<file path="config.mk">
export PLATFORM = sky130hd
export DESIGN_NAME = cv32e40p_hamming_corrector
export DESIGN_NICKNAME = d
export VERILOG_FILES = /design/src/rtl/cv32e40p_hamming_corrector.sv
export SDC_FILE = /design/constraint.sdc
export NUM_CORES = 1
export LEC_CHECK = 0
export BUFFER_PORTS_ARGS = -buffer_cell sky130_fd_sc_hd__buf_2
export CAP_MARGIN = 20
export CORE_AREA = 2 2 112 87
export CTS_BUF_LIST = sky130_fd_sc_hd__clkbuf_4 sky130_fd_sc_hd__clkbuf_8
export CTS_CLUSTER_SIZE = 28
export DETAILED_ROUTE_END_ITERATION = 12
export DIE_AREA = 0 0 114 89
export PLACE_DENSITY = 0.92
export SYNTH_ARGS = -nofsm -noshare
export SYNTH_HDL_FRONTEND = slang
export SYNTH_SLANG_ARGS = --single-unit
</file>
<file path="constraint.sdc">
create_clock -name clk -period 3.35 [get_ports clk]
set_input_delay 0.1675 -clock clk [delete_from_list [all_inputs] [get_ports clk]]
set_output_delay 0.1675 -clock clk [all_outputs]
set_load 0.05 [all_outputs]
</file>
<file path="src/rtl/cv32e40p_hamming_corrector.sv">
// Hamming(38,32) decode/correct stage: two-stage valid/ready pipeline with single-bit correction.
// Define CV32E40P_ECC_ERR_LOG_EN to build the saturating error counters and first-error log.
module cv32e40p_hamming_corrector #(
    parameter int TAG_W = 5,
    parameter int CNT_W = 16
) (
    input  logic             clk,
    input  logic             rst_n,
    input  logic             in_valid_i,
    output logic             in_ready_o,
    input  logic [37:0]      code_i,
    input  logic [TAG_W-1:0] tag_i,
    output logic             out_valid_o,
    input  logic             out_ready_i,
    output logic [31:0]      data_o,
    output logic [TAG_W-1:0] tag_o,
    output logic             corr_o,
    output logic             uncorr_o,
    output logic [5:0]       syndrome_o,
    input  logic             clr_i,
    output logic [CNT_W-1:0] corr_cnt_o,
    output logic [CNT_W-1:0] uncorr_cnt_o,
    output logic             err_log_valid_o,
    output logic [5:0]       err_log_syn_o,
    output logic [TAG_W-1:0] err_log_tag_o
);

    // Position of data bit idx: the (idx+1)-th integer >= 3 that is not a power of two.
    function automatic logic [5:0] data_pos(input int unsigned idx);
        int unsigned cnt;
        logic [5:0]  pos;
        cnt = 0;
        pos = '0;
        for (int unsigned n = 3; n < 64; n++) begin
            if ((n & (n - 1)) != 0) begin
                if (cnt == idx) pos = n[5:0];
                cnt++;
            end
        end
        return pos;
    endfunction

    function automatic logic [5:0] calc_check(input logic [31:0] d);
        logic [5:0] chk;
        logic [5:0] pos;
        chk = '0;
        for (int unsigned i = 0; i < 32; i++) begin
            pos = data_pos(i);
            for (int unsigned k = 0; k < 6; k++) begin
                if (pos[k]) chk[k] = chk[k] ^ d[i];
            end
        end
        return chk;
    endfunction

    logic             s1_v;
    logic             s2_v;
    logic             s1_adv;
    logic             s2_adv;
    logic [37:0]      s1_code;
    logic [TAG_W-1:0] s1_tag;
    logic [5:0]       s1_syn;
    logic [5:0]       syn_c;
    logic [31:0]      data_c;
    logic             corr_c;
    logic             uncorr_c;

    assign s2_adv      = !s2_v || out_ready_i;
    assign s1_adv      = !s1_v || s2_adv;
    assign in_ready_o  = s1_adv;
    assign out_valid_o = s2_v;

    assign syn_c = calc_check(code_i[31:0]) ^ code_i[37:32];

    // Power-of-two syndromes match no data position, so check-bit errors leave data untouched.
    always_comb begin
        data_c   = s1_code[31:0];
        corr_c   = 1'b0;
        uncorr_c = 1'b0;
        if (s1_syn > 6'd38) begin
            uncorr_c = 1'b1;
        end else if (s1_syn != 6'd0) begin
            corr_c = 1'b1;
            for (int unsigned i = 0; i < 32; i++) begin
                if (s1_syn == data_pos(i)) data_c[i] = ~s1_code[i];
            end
        end
    end

    always_ff @(posedge clk or negedge rst_n) begin
        if (!rst_n) begin
            s1_v    <= 1'b0;
            s1_code <= '0;
            s1_tag  <= '0;
            s1_syn  <= '0;
        end else if (s1_adv) begin
            s1_v <= in_valid_i;
            if (in_valid_i) begin
                s1_code <= code_i;
                s1_tag  <= tag_i;
                s1_syn  <= syn_c;
            end
        end
    end

    always_ff @(posedge clk or negedge rst_n) begin
        if (!rst_n) begin
            s2_v       <= 1'b0;
            data_o     <= '0;
            tag_o      <= '0;
            corr_o     <= 1'b0;
            uncorr_o   <= 1'b0;
            syndrome_o <= '0;
        end else if (s2_adv) begin
            s2_v <= s1_v;
            if (s1_v) begin
                data_o     <= data_c;
                tag_o      <= s1_tag;
                corr_o     <= corr_c;
                uncorr_o   <= uncorr_c;
                syndrome_o <= s1_syn;
            end
        end
    end

`ifdef CV32E40P_ECC_ERR_LOG_EN
    logic out_hs;
    assign out_hs = out_valid_o && out_ready_i;

    always_ff @(posedge clk or negedge rst_n) begin
        if (!rst_n) begin
            corr_cnt_o      <= '0;
            uncorr_cnt_o    <= '0;
            err_log_valid_o <= 1'b0;
            err_log_syn_o   <= '0;
            err_log_tag_o   <= '0;
        end else if (clr_i) begin
            corr_cnt_o      <= '0;
            uncorr_cnt_o    <= '0;
            err_log_valid_o <= 1'b0;
            err_log_syn_o   <= '0;
            err_log_tag_o   <= '0;
        end else if (out_hs) begin
            if (corr_o && (corr_cnt_o != '1))     corr_cnt_o   <= corr_cnt_o + CNT_W'(1);
            if (uncorr_o && (uncorr_cnt_o != '1)) uncorr_cnt_o <= uncorr_cnt_o + CNT_W'(1);
            if ((corr_o || uncorr_o) && !err_log_valid_o) begin
                err_log_valid_o <= 1'b1;
                err_log_syn_o   <= syndrome_o;
                err_log_tag_o   <= tag_o;
            end
        end
    end
`else
    logic unused_clr;
    assign unused_clr      = clr_i;
    assign corr_cnt_o      = '0;
    assign uncorr_cnt_o    = '0;
    assign err_log_valid_o = 1'b0;
    assign err_log_syn_o   = '0;
    assign err_log_tag_o   = '0;
`endif

endmodule

</file>
# Word-level counts from Yosys, hierarchy flattened
# Index checks and enable logic that the tools add are counted.
[word_totals]
out_inout_bits = 91
regBits = 90
[classes]
addsub = 55
eq_ne = 1768
magnitude_cmp = 1
muxes = 2005
n_bitwise = 117
n_reduce_logical = 63
[op_table]
columns = ["cell", "count"]
rows = [
  ["$eq A32 B5 Y1 const B", 896],
  ["$eq A32 B4 Y1 const B", 448],
  ["$mux W6", 1753],
  ["$eq A32 B3 Y1 const B", 224],
  ["$mux W32", 114],
  ["$eq A32 B2 Y1 const B", 112],
  ["$eq A32 B1 Y1 const B", 56],
  ["$logic_not A32 Y1", 56],
  ["$add A32 B1 Y32 const B", 55],
  ["$eq A6 B6 Y1", 32],
  ["$mux W3", 50],
  ["$mux W4", 37],
  ["$xor A1 B1 Y1", 84],
  ["$mux W5", 16],
  ["$mux W1", 35],
  ["$not A1 Y1", 32],
  ["$gt A6 B6 Y1 const B", 1],
  ["$reduce_bool A6 Y1", 1],
  ["$xor A6 B6 Y6", 1],
  ["$reduce_and A2 Y1", 2],
  ["$logic_not A1 Y1", 2],
  ["$logic_or A1 B1 Y1", 2],
]

# Longest topological paths before layout
[logic_depth]
depth_word = 176
depth_mapped = 7
ltp_nobuf = 5

# Least setup slack after synthesis
# Ideal clock, no wire load.
[synth_path]
path_kind = "register to register"
startpoint = "register s2_v, in the netlist out_valid_o"
endpoint = "register s1_code[12]"
path_stages_with_launch = 6
arrival_ns = 2.222
setup_ns = 0.125
t_required_ns = 3.225
setup_slack_ns = 1.004
path_cell_list = "dfrtp_1 > nand3b_1 > nand2_1 > buf_2 > buf_2 > mux2_2"
[synth_via]
elab_chain_len = 4
[synth_rtl]
columns = ["item", "line", "text"]
rows = [
  ["start: declaration", "57", "logic s2_v;"],
  ["start signal: assignment", "115", "s2_v <= s1_v;"],
  ["$logic_not A1 Y1", "68", "assign s2_adv = !s2_v || out_ready_i;"],
  ["$logic_or A1 B1 Y1", "68", ""],
  ["$logic_or A1 B1 Y1", "69", "assign s1_adv = !s1_v || s2_adv;"],
  ["via in_ready_o", "10", "output logic in_ready_o,"],
  ["$reduce_and A2 Y1 (no source line)", "n/a", ""],
  ["end signal: assignment", "99", "s1_code <= code_i;"],
  ["end: declaration", "60", "logic [37:0] s1_code;"],
]
# The timed path passes the listed nets, and every way through them passes these cells.
# A chain may end at the register's enable or synchronous reset.

# Worst setup path in the final report
[layout_path]
startpoint = "register s1_v"
endpoint = "register s1_code[20]"
[layout_via]
elab_chain_len = 3
[layout_rtl]
columns = ["item", "line", "text"]
rows = [
  ["start: declaration", "56", "logic s1_v;"],
  ["start signal: assignment", "97", "s1_v <= in_valid_i;"],
  ["$logic_not A1 Y1", "69", ""],
  ["$logic_or A1 B1 Y1", "69", ""],
  ["$reduce_and A2 Y1 (no source line)", "n/a", ""],
]
# No other way between the ends.

==> impl_metrics.json <==
{
  "drv_slew": 0,
  "htreeDepth": 3,
  "hold_buffers": 0,
  "antenna_cells": 0,
  "grt_pass1_vias": 3240,
  "yosysWarnings": 0,
  "grt_start_max_net_pins": 91,
  "hpwl_mm": 8.213,
  "rsz0062_at_grt": "false",
  "setup_viol": 0,
  "die_width_um": 114,
  "ioPinCount": 139,
  "dr.pass1.iters": 6,
  "drc": 0,
  "tritoncts": "done",
  "routed-wl-met2_mm": 4.948,
  "arrival_ns": 2.16,
  "final_cell_mix": "92 x buf_2, 90 x dfrtp_1, 88 x nand2_1",
  "post-route-min-period_ns": 1.923,
  "slew_headroom": 0.2840,
  "dr.first_iter.drc_count": 174,
  "fillers": 726,
  "start_kind": "flop",
  "portBuffers": 93,
  "tightest_slew_ns": 1.070,
  "cp-end-kind": "flop",
  "synthCells": 456,
  "fin_ws_ns": 1.427,
  "syn_avg_cell_area_um2": 10.46,
  "clock-sinks": 90,
  "maxCapViolCount": 0,
  "cts_resized": 0,
  "fmax_mhz": 520.0,
  "peakVddDrop_v": 0.0003169,
  "required_ns": 3.58,
  "area_growth_pct": 12.96,
  "wl_per_cell_um": 16.47,
  "clk_latency_ns": 0.35,
  "slowest_stage": "nand2_2",
  "dieArea_um2": 10150,
  "yosysSeqAreaShare": 0.4722,
  "wirelength_mm": 10.79,
  "cts_buffers": 9,
  "coreArea_um2": 8934,
  "gp_congestion": 0.8838,
  "antenna_found_initial": 0,
  "cts_post_setup_buffers_inserted": 0,
  "status": "finished, final reports clean",
  "crit_chain": "nand3b_1 -> nand2_2 -> mux2_2",
  "drive_gt1_frac": 0.2818,
  "postRouteAntennaNets": 0,
  "cts_root_buffer": "clkbuf_8",
  "grt_usage": 0.2235,
  "power.density_nw_per_um2": 762.2,
  "min_path_type": "input port to flop",
  "grt_pass1_wl_mm": 17.03,
  "period_share": 0.5740,
  "dpl_worst_slack_ns": 1.435,
  "die_height_um": 89,
  "ys_ff_latch": 90,
  "routed.top_layer": "met4",
  "hold_violations": 0,
  "wl_met1_mm": 4.890,
  "critical_path_class": "flop to flop",
  "clk_pin_slew_worst_paths_ns": 0.08,
  "crit_fanout": 48,
  "grt_remaining_overflow": 0,
  "max_stage_delay_ns": 0.81,
  "final_common_cell": "buf_2",
  "viasPerCell": 5.052,
  "clock_path_buffers": 2,
  "start_util": 0.5339,
  "num_vias": 3309,
  "finalNetCount": 588,
  "setup_tns_ns": 0,
  "finClkSkew_ns": 0.01002,
  "num_rows": 30,
  "leakage_nw": 2.523,
  "syn-cell-area_um2": 4770,
  "wl_met3_um": 847,
  "ys_types": 23
}
-- report_power, final --
part,internal [mW],total (mW),switching (mW),leakage [nW]
Clock,0.440,0.795,0.355,0.109
Sequential,1.34,1.58,0.235,1.08
Combinational,0.499,1.74,1.24,1.33
Total,2.28,4.11,1.83,2.52
-- final cells by class --
class                   count  area, µm²  share of cell area
clock buffers              11      145.1             0.02694
clock inverters             3      65.06             0.01208
flip-flops and latches     90       2252              0.4180
multi-input cells         343       2267              0.4208
repair buffers             96      518.0             0.09614
well taps                 112      140.1             0.02601
-- metrics by stage --
stage,utilization,cells,power (mW),hold WS [ns],area (µm²)
floorplan,-,499,2.911,-0.1281,4931
global placement,0.5740,638,3.242,0.3818,5127
detailed placement,0.5740,638,3.307,0.4014,5127
CTS,0.5975,652,4.094,0.03651,5338
global route,0.6031,655,4.310,0.04375,5388
finish,0.6031,655,4.106,0.04424,5388
-- logic make-up (layout without fill, tap and decap cells) --
logic type             count (synthesis)  in the layout  share of synthesized area
AO/OA/AOI/OAI                         39             39                    0.04197
AND/OR/NAND/NOR                      131            131                     0.1202
buffers and inverters                 66            110                    0.08736
multiplexers                          38             38                    0.08972
other                                  1             44                  0.0007862
XOR/XNOR                              91             91                     0.1878
flip-flops                            90             90                     0.4722
-- sequential cells by signal (all words and copies together), names as in the netlist --
name         count
corr_o           1
data_o          32
out_valid_o      1
s1_code         32
s1_syn           6
s1_tag           5
s1_v             1
syndrome_o       6
tag_o            5
uncorr_o         1
-- final timing paths --
| path | start | endpoint | slack (ns) | cells after the start |
|---|---|---|---|---|
| max | s1_v | s1_code[20] | 1.43 | 3 |
| min | tag_i[4] | s1_tag[4] | 0.04 | 2 |
| max reg2reg | s1_v | s1_code[20] | 1.43 | 3 |
| min reg2reg | tag_o[2] | tag_o[2] | 0.47 | 2 |
| max in group asynchronous | rst_n | out_valid_o | 2.35 | 3 |
| min in group asynchronous | rst_n | s1_code[26] | 0.37 | 2 |
-- cell usage after synthesis --
| cell | count | share of area |
|---|---|---|
| xor2_1 | 37 | 0.068 |
| buf_4 | 44 | 0.069 |
| nand4_1 | 6 | 0.0079 |
| nand3b_1 | 1 | 0.0016 |
| nor2_1 | 5 | 0.0039 |
| and3_1 | 1 | 0.0013 |
| mux2_2 | 38 | 0.090 |
| nand4b_1 | 2 | 0.0037 |
| o21ai_1 | 7 | 0.0073 |
| nor2b_1 | 6 | 0.0079 |
| dfrtp_1 | 90 | 0.47 |
| xnor2_2 | 4 | 0.014 |
| conb_1 | 1 | 0.00079 |
| and2_1 | 5 | 0.0066 |
| nand2_1 | 90 | 0.071 |
| nand3_1 | 12 | 0.013 |
| clkbuf_1 | 19 | 0.015 |
| xnor2_1 | 45 | 0.083 |
| xnor3_1 | 5 | 0.024 |
| nand2b_1 | 3 | 0.0039 |
| a32o_1 | 1 | 0.0021 |
| o21ai_0 | 31 | 0.033 |
| buf_2 | 3 | 0.0031 |
-- metal layers --
metal | up-vias | GRT usage
met3 | 11 | 0.06305
met1 | 1577 | 0.3171
met4 | 0 | 0.04878
met5 | - | 0
met2 | 165 | 0.3479
li1 | 1556 | -
-- critical path, delay by kind of cell, from the launching register on --
kind	cells	cell delay, ns
AND/OR/NAND/NOR	2	0.97
flip-flops	1	0.39
multiplexers	1	0.43
(Power assumes the default switching activity.)
